===== config.mk =====
export PLATFORM = sky130hd
export DESIGN_NAME = alu_flag_unit_flat
export DESIGN_NICKNAME = d
export VERILOG_FILES = /design/src/rtl/alu_flag_unit_pkg.sv /design/src/rtl/alu_flag_unit_if.sv /design/src/rtl/alu_flag_unit_flag_stack.sv /design/src/rtl/alu_flag_unit.sv /design/src/flat_wrapper.sv
export SDC_FILE = /design/constraint.sdc
export NUM_CORES = 1
export LEC_CHECK = 0
export ABC_AREA = 1
export CORE_MARGIN = 4
export CORE_UTILIZATION = 40
export DETAILED_ROUTE_END_ITERATION = 7
export PLACE_DENSITY = 0.66
export REMOVE_ABC_BUFFERS = 1
export SLEW_MARGIN = 20
export SYNTH_ARGS = -nofsm -noshare
export SYNTH_HDL_FRONTEND = slang
export SYNTH_SLANG_ARGS = --single-unit

===== constraint.sdc =====
create_clock -name clk -period 2.45 [get_ports clk]
set_input_delay 0.245 -clock clk [delete_from_list [all_inputs] [get_ports clk]]
set_output_delay 0.245 -clock clk [all_outputs]
set_load 0.05 [all_outputs]

===== src/rtl/alu_flag_unit_pkg.sv =====
// Shared definitions for the ALU flag unit: flag bit indices,
// condition codes and carry_in source selects.
package alu_flag_pkg;

  localparam int FLAG_N = 2;
  localparam int FLAG_Z = 1;
  localparam int FLAG_C = 0;

  typedef logic [2:0] flags_t;

  localparam logic [3:0] COND_AL   = 4'b0000;
  localparam logic [3:0] COND_NV   = 4'b0001;
  localparam logic [3:0] COND_EQ   = 4'b0010;
  localparam logic [3:0] COND_NE   = 4'b0011;
  localparam logic [3:0] COND_CS   = 4'b0100;
  localparam logic [3:0] COND_CC   = 4'b0101;
  localparam logic [3:0] COND_MI   = 4'b0110;
  localparam logic [3:0] COND_PL   = 4'b0111;
  localparam logic [3:0] COND_HI   = 4'b1000;
  localparam logic [3:0] COND_LS   = 4'b1001;
  localparam logic [3:0] COND_POS  = 4'b1010;
  localparam logic [3:0] COND_NPOS = 4'b1011;

  localparam logic [1:0] CIN_ZERO  = 2'b00;
  localparam logic [1:0] CIN_ONE   = 2'b01;
  localparam logic [1:0] CIN_FLAG  = 2'b10;
  localparam logic [1:0] CIN_NFLAG = 2'b11;

endpackage


===== src/rtl/alu_flag_unit_if.sv =====
// Flag-unit bus: ALU flag inputs, stack/flag controls, condition
// and carry outputs. master = ALU/control side, slave = flag unit.
interface alu_flag_unit_if #(
  parameter int DW = 3
);
  logic          alu_valid;
  logic          set_flags;
  logic          carry_out;
  logic          zero_out;
  logic          neg_out;
  logic          flag_write;
  logic [DW-1:0] flag_wdata;
  logic          push;
  logic          pop;
  logic          clear_err;
  logic [1:0]    carry_mode;
  logic [3:0]    cond;
  logic          cond_true;
  logic          carry_in;
  logic [DW-1:0] flags;
  logic          stack_empty;
  logic          stack_full;
  logic          stack_err;

  modport master (
    output alu_valid, set_flags, carry_out,
    output zero_out, neg_out,
    output flag_write, flag_wdata,
    output push, pop, clear_err,
    output carry_mode, cond,
    input  cond_true, carry_in, flags,
    input  stack_empty, stack_full, stack_err
  );

  modport slave (
    input  alu_valid, set_flags, carry_out,
    input  zero_out, neg_out,
    input  flag_write, flag_wdata,
    input  push, pop, clear_err,
    input  carry_mode, cond,
    output cond_true, carry_in, flags,
    output stack_empty, stack_full, stack_err
  );

endinterface


===== src/rtl/alu_flag_unit_flag_stack.sv =====
// DEPTH x 3 flag LIFO with push, pop and swap (push&pop).
// Ports: i_push/i_pop/i_data in; o_top, o_load, o_empty, o_full, o_err out.
module flag_stack
  import alu_flag_pkg::*;
#(
  parameter int DEPTH = 4
) (
  input  logic   clk,
  input  logic   reset,
  input  logic   i_push,
  input  logic   i_pop,
  input  flags_t i_data,
  output flags_t o_top,
  output logic   o_load,
  output logic   o_empty,
  output logic   o_full,
  output logic   o_err
);

  localparam int DPW = $clog2(DEPTH + 1);
  localparam int IW  = (DEPTH > 1) ? $clog2(DEPTH) : 1;

  flags_t         r_mem [DEPTH];
  logic [DPW-1:0] r_depth;

  logic           w_push_only;
  logic           w_pop_only;
  logic           w_swap;
  logic           w_do_push;
  logic           w_do_pop;
  logic           w_do_swap;
  logic [IW-1:0]  w_wr_idx;
  logic [IW-1:0]  w_top_idx;

  assign o_empty     = (r_depth == '0);
  assign o_full      = (r_depth == DPW'(DEPTH));

  assign w_push_only = i_push & ~i_pop;
  assign w_pop_only  = i_pop & ~i_push;
  assign w_swap      = i_push & i_pop;

  assign w_do_push   = w_push_only & ~o_full;
  assign w_do_pop    = w_pop_only & ~o_empty;
  assign w_do_swap   = w_swap & ~o_empty;

  assign o_load      = w_do_pop | w_do_swap;
  assign o_err       = (w_push_only & o_full)
                     | ((w_pop_only | w_swap) & o_empty);

  assign w_wr_idx    = IW'(r_depth);
  // top index wraps when empty; o_load is low then so it is unused
  assign w_top_idx   = IW'(r_depth - DPW'(1));
  assign o_top       = r_mem[w_top_idx];

  always_ff @(posedge clk or posedge reset) begin
    if (reset) begin
      r_depth <= '0;
    end else if (w_do_push) begin
      r_depth <= r_depth + DPW'(1);
    end else if (w_do_pop) begin
      r_depth <= r_depth - DPW'(1);
    end
  end

  // entry contents need no reset; depth alone defines validity
  always_ff @(posedge clk) begin
    if (!reset) begin
      if (w_do_push) begin
        r_mem[w_wr_idx] <= i_data;
      end else if (w_do_swap) begin
        r_mem[w_top_idx] <= i_data;
      end
    end
  end

endmodule


===== src/rtl/alu_flag_unit.sv =====
// Architectural N/Z/C register, ALU carry_in mux and condition decode.
// Ports: clk, reset (async, active-high), bus (alu_flag_unit_if.slave).
module alu_flag_unit
  import alu_flag_pkg::*;
#(
  parameter int DEPTH = 4,
  parameter int DW    = 3
) (
  input  logic            clk,
  input  logic            reset,
  alu_flag_unit_if.slave  bus
);

  flags_t r_flags;
  logic   r_err;

  flags_t w_top;
  logic   w_load;
  logic   w_empty;
  logic   w_full;
  logic   w_err_set;
  logic   w_cond;
  logic   w_cin;
  logic   w_n;
  logic   w_z;
  logic   w_c;

  flag_stack #(
    .DEPTH (DEPTH)
  ) u_stack (
    .clk     (clk),
    .reset   (reset),
    .i_push  (bus.push),
    .i_pop   (bus.pop),
    .i_data  (r_flags),
    .o_top   (w_top),
    .o_load  (w_load),
    .o_empty (w_empty),
    .o_full  (w_full),
    .o_err   (w_err_set)
  );

  always_ff @(posedge clk or posedge reset) begin
    if (reset) begin
      r_flags <= '0;
    end else if (bus.flag_write) begin
      r_flags <= bus.flag_wdata[2:0];
    end else if (w_load) begin
      r_flags <= w_top;
    end else if (bus.alu_valid && bus.set_flags) begin
      r_flags <= {bus.neg_out, bus.zero_out, bus.carry_out};
    end
  end

  // a new error wins over clear_err in the same cycle
  always_ff @(posedge clk or posedge reset) begin
    if (reset) begin
      r_err <= 1'b0;
    end else if (w_err_set) begin
      r_err <= 1'b1;
    end else if (bus.clear_err) begin
      r_err <= 1'b0;
    end
  end

  assign w_n = r_flags[FLAG_N];
  assign w_z = r_flags[FLAG_Z];
  assign w_c = r_flags[FLAG_C];

  always_comb begin
    w_cin = 1'b0;
    unique case (bus.carry_mode)
      CIN_ZERO:  w_cin = 1'b0;
      CIN_ONE:   w_cin = 1'b1;
      CIN_FLAG:  w_cin = w_c;
      CIN_NFLAG: w_cin = ~w_c;
      default:   w_cin = 1'b0;
    endcase
  end

  always_comb begin
    w_cond = 1'b0;
    case (bus.cond)
      COND_AL:   w_cond = 1'b1;
      COND_NV:   w_cond = 1'b0;
      COND_EQ:   w_cond = w_z;
      COND_NE:   w_cond = ~w_z;
      COND_CS:   w_cond = w_c;
      COND_CC:   w_cond = ~w_c;
      COND_MI:   w_cond = w_n;
      COND_PL:   w_cond = ~w_n;
      COND_HI:   w_cond = w_c & ~w_z;
      COND_LS:   w_cond = ~w_c | w_z;
      COND_POS:  w_cond = ~w_n & ~w_z;
      COND_NPOS: w_cond = w_n | w_z;
      default:   w_cond = 1'b0;
    endcase
  end

  assign bus.flags       = DW'(r_flags);
  assign bus.cond_true   = w_cond;
  assign bus.carry_in    = w_cin;
  assign bus.stack_empty = w_empty;
  assign bus.stack_full  = w_full;
  assign bus.stack_err   = r_err;

endmodule

===== src/flat_wrapper.sv =====
// flat-port wrapper written by rule: the top's interface ports become plain ports
module alu_flag_unit_flat import alu_flag_pkg::*;
#(
  parameter int DEPTH = 4,
  parameter int DW    = 3
)
  (clk, reset, bus_alu_valid, bus_set_flags, bus_carry_out, bus_zero_out, bus_neg_out, bus_flag_write, bus_flag_wdata, bus_push, bus_pop, bus_clear_err, bus_carry_mode, bus_cond, bus_cond_true, bus_carry_in, bus_flags, bus_stack_empty, bus_stack_full, bus_stack_err);
  alu_flag_unit_if #(.DW(DW)) bus_i ();
  input  logic clk;
  input  logic reset;
  input wire logic [$bits(bus_i.alu_valid)-1:0] bus_alu_valid;
  input wire logic [$bits(bus_i.set_flags)-1:0] bus_set_flags;
  input wire logic [$bits(bus_i.carry_out)-1:0] bus_carry_out;
  input wire logic [$bits(bus_i.zero_out)-1:0] bus_zero_out;
  input wire logic [$bits(bus_i.neg_out)-1:0] bus_neg_out;
  input wire logic [$bits(bus_i.flag_write)-1:0] bus_flag_write;
  input wire logic [$bits(bus_i.flag_wdata)-1:0] bus_flag_wdata;
  input wire logic [$bits(bus_i.push)-1:0] bus_push;
  input wire logic [$bits(bus_i.pop)-1:0] bus_pop;
  input wire logic [$bits(bus_i.clear_err)-1:0] bus_clear_err;
  input wire logic [$bits(bus_i.carry_mode)-1:0] bus_carry_mode;
  input wire logic [$bits(bus_i.cond)-1:0] bus_cond;
  output wire logic [$bits(bus_i.cond_true)-1:0] bus_cond_true;
  output wire logic [$bits(bus_i.carry_in)-1:0] bus_carry_in;
  output wire logic [$bits(bus_i.flags)-1:0] bus_flags;
  output wire logic [$bits(bus_i.stack_empty)-1:0] bus_stack_empty;
  output wire logic [$bits(bus_i.stack_full)-1:0] bus_stack_full;
  output wire logic [$bits(bus_i.stack_err)-1:0] bus_stack_err;
  assign bus_i.alu_valid = bus_alu_valid;
  assign bus_i.set_flags = bus_set_flags;
  assign bus_i.carry_out = bus_carry_out;
  assign bus_i.zero_out = bus_zero_out;
  assign bus_i.neg_out = bus_neg_out;
  assign bus_i.flag_write = bus_flag_write;
  assign bus_i.flag_wdata = bus_flag_wdata;
  assign bus_i.push = bus_push;
  assign bus_i.pop = bus_pop;
  assign bus_i.clear_err = bus_clear_err;
  assign bus_i.carry_mode = bus_carry_mode;
  assign bus_i.cond = bus_cond;
  assign bus_cond_true = bus_i.cond_true;
  assign bus_carry_in = bus_i.carry_in;
  assign bus_flags = bus_i.flags;
  assign bus_stack_empty = bus_i.stack_empty;
  assign bus_stack_full = bus_i.stack_full;
  assign bus_stack_err = bus_i.stack_err;
  alu_flag_unit #(.DEPTH(DEPTH), .DW(DW)) u_core (.clk(clk), .reset(reset), .bus(bus_i));
endmodule

## Word level (Yosys, flattened, before mapping)

Memories as Yosys holds them, arrays and structs flattened.
Index checks and enable logic that the tools add are counted.

- $add $sub $neg: 2
- Bitwise logic cells: 22
- Multiplexer cells: 19
- Eq/ne operators: 14
- Reductions and logical operators: 8

Operators with widths:

| operator | count |
|---|---|
| two-way mux 3 bit | 6 |
| equality test 4 x 3 -> 1 bit, second input constant | 4 |
| equality test 4 bit, second input constant | 4 |
| case mux 1 bit (11 select lines) | 1 |
| bitwise AND 1 bit | 10 |
| two-way mux 1 bit | 10 |
| equality test 4 x 2 -> 1 bit, second input constant | 2 |
| NOT 1 bit | 7 |
| bitwise OR 1 bit | 5 |
| equality test 2 bit, second input constant | 2 |
| logical NOT 4 bit | 1 |
| case mux 1 bit (4 select lines) | 1 |
| nonzero test 2 bit | 2 |
| adder 3 x 1 -> 3 bit, second input constant | 1 |
| equality test 3 bit, second input constant | 1 |
| logical NOT 3 bit | 1 |
| nonzero test 3 bit | 1 |
| OR reduction 3 bit | 1 |
| subtractor 3 x 1 -> 3 bit, second input constant | 1 |
| equality test 2 x 1 -> 1 bit, second input constant | 1 |
| logical NOT 2 bit | 1 |
| two-way mux 2 bit | 1 |
| logical AND 1 bit | 1 |

- RAM bits: 12
- Input port bits: 20
- Memories kept: 1
- Logic and storage cells: 69
- Bits in registers: 7
- Output and inout bits: 8

Memory list:

| name | depth | width | rd ports | clocked after memory_dff | write ports | line | RTL |
|---|---|---|---|---|---|---|---|
| u_core.u_stack.r_mem | 4 | 3 | 1 | 0 | 1 | alu_flag_unit_flag_stack.sv:23 | `flags_t r_mem [DEPTH];` |

## Logic depth before layout (Yosys ltp)

Gate-level depths: netlist (run 1).

- Word-level depth: 9
- Depth in mapped cells: 9

## By module

Synthesis (run 1) repeated with hierarchy kept, for this count alone.

- Cell total of the unflattened synthesis: 141
- Area total of the unflattened synthesis: 1,154.9 um^2

By module, submodules not included:

| module | instances | cells an instance | area each (um^2) |
|---|---|---|---|
| flag_stack | 1 | 84 | 799.5 |
| alu_flag_unit | 1 | 57 | 355.3 |

## Least setup slack after synthesis (run 1)

No wires, ideal clock.

- Kind: reg-to-output
- Start point: register u_core.u_stack.r_depth[0]
- End point: output bus_stack_empty
- Cell stages (with the launch flop): 6
- Setup slack: 0.640 ns
- Data arrival time: 1.565 ns
- Cell sequence: dfrtp_1 > buf_2 > inv_2 > ha_1 > inv_1 > nor2_1

- Cells in the longest elaborated chain, start to end: 1

Ends and longest elaborated chain:

| item | line | RTL |
|---|---|---|
| from (decl) | alu_flag_unit_flag_stack.sv:24 | `logic [DPW-1:0] r_depth;` |
| from (signal assigned) | alu_flag_unit_flag_stack.sv:59 | `r_depth <= r_depth + DPW'(1);` |
| from (signal assigned) | alu_flag_unit_flag_stack.sv:61 | `r_depth <= r_depth - DPW'(1);` |
| logical NOT 3 bit | alu_flag_unit_flag_stack.sv:35 | `assign o_empty = (r_depth == '0);` |
| to (decl) | flat_wrapper.sv:26 | `output wire logic [$bits(bus_i.stack_empty)-1:0] bus_stack_empty;` |

No other way between the ends.

## Worst setup path in the final report (run 1)

- Start point: register u_core.r_flags[0] (netlist: u_core.bus.flags[0])
- End point: output bus_carry_in

- Cells in the longest elaborated chain, start to end: 2

Ends and longest elaborated chain:

| item | line | RTL |
|---|---|---|
| from (decl) | alu_flag_unit.sv:14 | `flags_t r_flags;` |
| from (signal assigned) | alu_flag_unit.sv:47 | `r_flags <= bus.flag_wdata[2:0];` |
| from (signal assigned) | alu_flag_unit.sv:49 | `r_flags <= w_top;` |
| from (signal assigned) | alu_flag_unit.sv:51 | `r_flags <= {bus.neg_out, bus.zero_out, bus.carry_out};` |
| NOT 1 bit | alu_flag_unit.sv:76 | `CIN_NFLAG: w_cin = ~w_c;` |
| case mux 1 bit (4 select lines) (*) | alu_flag_unit.sv:72 | `unique case (bus.carry_mode)` |
| to (decl) | flat_wrapper.sv:24 | `output wire logic [$bits(bus_i.carry_in)-1:0] bus_carry_in;` |

Mark *: on every way between the ends. The rest lies on a longest branch, timed or not.

==> results by group, run 1 <==
Run status
  • Result of the run: finished, final reports clean

Yosys
  • Mux contribution to synthesized area: 0
  • Syn avg cell area: 7.78 µm²
  • Largest family of logic cells by synthesized area: simple AND/OR/NAND/NOR gates
  • Sequential element share of the synthesized area: 0.447
  • Simple-gate area share of the yosys netlist: 0.315
  • Warnings from Yosys: 0
  • Post-Synth XOR/XNOR Area: 0.0219
  • Post-synth cell types: 24
  • Synth Area in Compound Gates: 0.0731
  • Area share of fa/ha/maj cells after synthesis: 0.0313
  • Largest area contributor in the netlist: edfxtp_1
  • Leading post-synthesis cells by cell area: edfxtp_1, dfrtp_1, nand2_1, inv_1, nand3_1
  • Flops & latches, synth: 19
  • Mapped Cells: 154
  • Synth top area share: 0.301
  • Mapped Area: 0.00120 mm²

Power and ir drop
  • Worst VDD drop: 0.372 mV
  • LEAKAGE: 0.781 nW
  • Power Total: 1.47 mW
  • Total power per unit cell area: 955 mW/mm²

CTS
  • TritonCTS Buffers: 3
  • Worst skew pair latency: 0.29 ns
  • Clk pin slew, worst setup/hold paths: 0.11 ns
  • Hold Buf Count CTS: 0
  • H-tree depth: 1
  • CTS sink count: 19
  • TritonCTS clock tree: done
  • Max Buffers Root-to-Sink: 2
  • Post_cts resized: 0
  • Clock Tree Root: clkbuf_4
  • Post-CTS setup buffers: 0

Critical path
  • WP data arrival: 1.89 ns
  • RR Startpoint: u_core.u_stack.r_depth[0]
  • Crit start category: flip-flop
  • Critical path endpoint category: primary output
  • CP cell instances: nand2_1 -> xor2_1 -> inv_1 -> clkdlybuf4s50_1
  • Crit. Startpoint: u_core.bus.flags[0]
  • WP data required: 2.20 ns
  • WS Path Type: flip-flop to primary output
  • Crit path largest cell delay: 0.79 ns
  • Crit-path max FO: 9
  • Crit-path slowest cell: clkdlybuf4s50_1

Routing
  • DR DRC count: 0
  • Detailed-route vias per instance: 4.74
  • DRT iter0 DRCs: 41
  • Routed via count: 1023
  • Remaining antenna violation count: 0
  • Initial DRT Pass Iterations: 4
  • WL final: 2.46 mm
  • Wire per inst: 11.4 µm

Placed design
  • GP Congestion: 0.880
  • Post-DP HPWL: 2.01 mm
  • Placed Area: 0.00151 mm²
  • I/O Buffers: 27

Layout
  • Antenna cell count: 0
  • Nets: 209
  • # fillers: 258
  • Most frequent cells in the layout: nand2_1, inv_1, clkdlybuf4s50_1, nand3_1, edfxtp_1
  • P&R area growth vs syn: 28.1%
  • Layout cells sized above 1: 0.114
  • Final Cell Area: 0.00154 mm²
  • Most common cell after layout, fill and taps aside: nand2_1

Global routing
  • Met3 usage: 0.0198
  • Grt met2 use: 0.226
  • GR peak layer: met2
  • Initial antenna violation count: 0
  • Gr ovfl total: 0
  • GRT Resource Usage Total: 0.130
  • Largest net degree at the start of global routing: 12
  • Met1 usage: 0.167
  • Vias in the first global route: 999
  • First-pass GRT wire length: 4.22 mm

Floorplan
  • Die X-Extent: 62.7 µm
  • Starting Density: 0.427
  • IO Count: 28
  • Die Ht: 62.7 µm
  • Row cnt: 19
  • Die Area: 0.00394 mm²
  • CORE AREA: 0.00281 mm²

STA
  • Slew margin rel.: 0.663
  • Crit path time final: 2.14 ns
  • Fin crit share: 0.873
  • Worst Hold Slack: 0.221 ns
  • Worst Skew: 0.00513 ns
  • Max Slew Vio Count: 0
  • Total Neg Setup Slack: 0 ns
  • Hold Vio Cnt, Final: 0
  • Fmax: 467 MHz
  • Unrepaired setup endpoints after global routing: false
  • Final setup vio count: 0
  • Worst Tran Pin Value: 0.504 ns

Flow run
  • Max cap viols: 0

Min path
  • Worst hold path class: primary input to asynchronous set/reset pin
==> sequential cells by signal (all words and copies together), names as in the netlist <==
register,cells
u_core.u_stack.r_mem,12
u_core.bus.stack_err,1
u_core.bus.flags,3
u_core.u_stack.r_depth,3
==> final cells by class <==
type / instances / area [µm²] / area share
tap: 31 / 38.8 / 0.0253
inverter: 34 / 129 / 0.0839
clock inverter: 1 / 5.00 / 0.00326
sequential: 19 / 536 / 0.349
timing repair buffer: 28 / 275 / 0.179
multi-input combinational: 100 / 529 / 0.345
clock buffer: 3 / 22.5 / 0.0147
==> routing by layer <==
layer	wire length (µm)	up-vias
li1	-	547
met1	1090	445
met2	1240	29
met3	107	2
met4	14	0
met5	0	-
==> cell usage after synthesis (all sizes together) <==
| cell | number |
|---|---|
| a21oi | 7 |
| and3 | 1 |
| buf | 1 |
| clkinv | 1 |
| dfrtp | 7 |
| edfxtp | 12 |
| ha | 3 |
| inv | 33 |
| nand2 | 47 |
| nand3 | 20 |
| nand3b | 1 |
| nand4 | 2 |
| nor2 | 9 |
| o211ai | 1 |
| o21ai | 6 |
| xor2 | 3 |
==> where the power goes <==
group          leakage [nW]  switching (mW)  internal, mW  total (mW)
Combinational         0.573           0.520         0.271       0.791
Clock                0.0177          0.0949        0.0606       0.155
Sequential            0.191          0.0864         0.433       0.520
Total                 0.781           0.701         0.765        1.47
==> cells by family after synthesis <==
group	Yosys count
and+or+nand+nor	80
buffers and inverters	35
DFF	19
AOI/OAI and AO/OA	14
xor gates and xnor gates	3
adders and majority gates	3
==> per-stage QoR <==
step | setup WS (ns) | instances | utilization
global route | 0.191 | 216 | 0.547
CTS | 0.0168 | 216 | 0.546
floorplan | 0.663 | 153 | -
detailed placement | 0.349 | 212 | 0.537
finish | 0.310 | 216 | 0.547
global placement | 0.393 | 212 | 0.537
==> worst paths after layout <==
kind	cells after the start	end	slack, ns
max	4	bus_carry_in	0.31
min	2	u_core.u_stack.r_depth[1]	0.22
max reg2reg	7	u_core.u_stack.r_mem[0][0]	0.43
min reg2reg	1	u_core.u_stack.r_depth[2]	0.53
max in group asynchronous	3	u_core.bus.flags[0]	1.87
min in group clk	2	u_core.bus.stack_err	0.50
==> critical path, delay by kind of cell, from the launching register on <==
family | cells | cell delay, ns
XOR/XNOR | 1 | 0.15
buffers and inverters | 2 | 0.84
flip-flops | 1 | 0.52
AND/OR/NAND/NOR | 1 | 0.10
(Power assumes the default switching activity.)
==> inputs of run 2 (changes only) <==
--- a/config.mk
+++ b/config.mk
@@ -6,10 +6,14 @@
 export NUM_CORES = 1
 export LEC_CHECK = 0
 export ABC_AREA = 1
+export CAP_MARGIN = 20
+export CELL_PAD_IN_SITES_DETAIL_PLACEMENT = 1
+export CELL_PAD_IN_SITES_GLOBAL_PLACEMENT = 1
 export CORE_MARGIN = 4
-export CORE_UTILIZATION = 40
+export CORE_UTILIZATION = 35
 export DETAILED_ROUTE_END_ITERATION = 7
-export PLACE_DENSITY = 0.66
+export GPL_TIMING_DRIVEN = 1
+export PLACE_DENSITY_LB_ADDON = 0.1
 export REMOVE_ABC_BUFFERS = 1
 export SLEW_MARGIN = 20
 export SYNTH_ARGS = -nofsm -noshare
==> run 2 against run 1 <==
  * Total power rose by 1.9%
  * Routed wire length rose by 23%
  * Largest power group unchanged
  * Worst hold slack got worse by 0.0096 ns
==> results by group, run 2 (synthesized netlist as in run 1, its figures left out) <==
Critical path
  • Crit start category: flip-flop
  • Critical path endpoint category: primary output
  • WP data required: 2.20 ns
  • Crit-path slowest cell: dlygate4sd2_1
  • Crit path largest cell delay: 0.55 ns
  • WS Path Type: flip-flop to primary output
  • Crit-path max FO: 10
  • CP cell instances: inv_2 -> ha_1 -> inv_1 -> nor2_1 -> dlygate4sd2_1
  • WP data arrival: 1.96 ns

Routing
  • DR DRC count: 0
  • Routed via count: 1039
  • Detailed-route vias per instance: 4.52
  • Remaining antenna violation count: 0
  • WL final: 3.01 mm
  • Wire per inst: 13.1 µm
  • Initial DRT Pass Iterations: 4
  • DRT iter0 DRCs: 35

Floorplan
  • Row cnt: 20
  • Die Area: 0.00442 mm²
  • Starting Density: 0.380
  • Die X-Extent: 66.5 µm
  • Die Ht: 66.5 µm
  • IO Count: 28
  • CORE AREA: 0.00315 mm²

Layout
  • P&R area growth vs syn: 29.7%
  • Antenna cell count: 0
  • Area of the multi-input gates: 529 µm²
  • Most frequent cells in the layout: nand2_1, inv_1, clkdlybuf4s50_1, nand3_1, edfxtp_1
  • Max reg flops: 12
  • # fillers: 429
  • Storage cell area: 536 µm²
  • Layout cells sized above 1: 0.118
  • Nets: 210
  • Most common cell after layout, fill and taps aside: nand2_1
  • Largest Register: u_core.u_stack.r_mem
  • Final Cell Area: 0.00156 mm²

Flow run
  • Max cap viols: 0

Power and ir drop
  • Worst VDD drop: 0.299 mV
  • Total power per unit cell area: 961 mW/mm²
  • Power Total: 1.49 mW
  • LEAKAGE: 0.774 nW

Placed design
  • Post-DP HPWL: 2.53 mm
  • I/O Buffers: 27
  • GP Congestion: 0.851
  • Placed Area: 0.00153 mm²

CTS
  • Worst skew pair latency: 0.30 ns
  • TritonCTS Buffers: 3
  • TritonCTS clock tree: done
  • CTS sink count: 19
  • H-tree depth: 1
  • Clock Tree Root: clkbuf_4
  • Clk pin slew, worst setup/hold paths: 0.12 ns
  • Max Buffers Root-to-Sink: 2

Global routing
  • Initial antenna violation count: 0
  • Gr ovfl total: 0
  • GRT Resource Usage Total: 0.159
  • Vias in the first global route: 1174
  • Largest net degree at the start of global routing: 12
  • First-pass GRT wire length: 5.35 mm

STA
  • Slew margin rel.: 0.650
  • Worst Hold Slack: 0.212 ns
  • Max Slew Vio Count: 0
  • Fin crit share: 0.900
  • Fmax: 454 MHz
  • Total Neg Setup Slack: 0 ns
  • Worst Tran Pin Value: 0.524 ns
  • Unrepaired setup endpoints after global routing: false
  • Hold Vio Cnt, Final: 0
  • Crit path time final: 2.20 ns
  • Worst Skew: 0.00954 ns
  • Final setup vio count: 0

Min path
  • Worst hold path class: primary input to asynchronous set/reset pin

Run status
  • Result of the run: finished, final reports clean
-- run 2: timing repair --
action                                  CTS  global route
hold buffers                              0             0
endpoints found under the setup margin    1             0
resized for setup                         1             0
buffers inserted                          0             0
-- run 2: layer usage --
metal  GRT usage  part of all wire
met5           0                 0
met4      0.0609             0.013
met3      0.0202             0.026
met2       0.285              0.52
met1       0.192              0.44
-- run 2: stage by stage --
stage / cells / setup WS, ns / util
finish: 230 / 0.246 / 0.493
floorplan: 153 / 0.663 / -
CTS: 230 / 0.204 / 0.493
global placement: 226 / 0.380 / 0.485
detailed placement: 226 / 0.272 / 0.485
global route: 230 / 0.0999 / 0.493
-- run 2: area by class of cell --
class / count / area share
Sequential cell: 19 / 0.344
Timing Repair Buffer: 29 / 0.179
Tap cell: 44 / 0.0354
Clock buffer: 3 / 0.0145
Clock inverter: 1 / 0.00322
Multi-Input combinational cell: 100 / 0.340
Inverter: 34 / 0.0829
-- run 2: critical path, delay by kind of cell, from the launching register on --
kind	cells	cell delay, ns
flops	1	0.51
fa+ha+maj	1	0.25
simple gates	1	0.09
buf+inv	3	0.79
-- run 2: path summary, 6_finish.rpt --
| kind | startpoint | to | slack (ns) | cells past startpoint |
|---|---|---|---|---|
| min in group clk | bus_clear_err | u_core.bus.stack_err | 0.50 | 2 |
| worst max-delay path | u_core.u_stack.r_depth[0] | bus_stack_empty | 0.25 | 5 |
| worst min-delay path | reset | u_core.u_stack.r_depth[0] | 0.21 | 2 |
| worst max register to register | u_core.u_stack.r_depth[0] | u_core.u_stack.r_mem[0][2] | 0.40 | 7 |
| worst min register to register | u_core.u_stack.r_depth[2] | u_core.u_stack.r_depth[2] | 0.53 | 1 |
| max in group asynchronous | reset | u_core.bus.flags[0] | 1.88 | 3 |
-- run 2: where the power goes --
part	internal [mW]	switching, mW
registers	0.434	0.0780
clock network	0.0609	0.102
logic	0.274	0.547
total	0.768	0.727
==> inputs of run 3 (changes only) <==
--- a/config.mk
+++ b/config.mk
@@ -11,6 +11,7 @@
 export CELL_PAD_IN_SITES_GLOBAL_PLACEMENT = 1
 export CORE_MARGIN = 4
 export CORE_UTILIZATION = 35
+export CTS_CLUSTER_DIAMETER = 50
 export DETAILED_ROUTE_END_ITERATION = 7
 export GPL_TIMING_DRIVEN = 1
 export PLACE_DENSITY_LB_ADDON = 0.1
==> results of run 3 <==
Same layout as run 2: the final DEF is identical, and so are final timing and power.
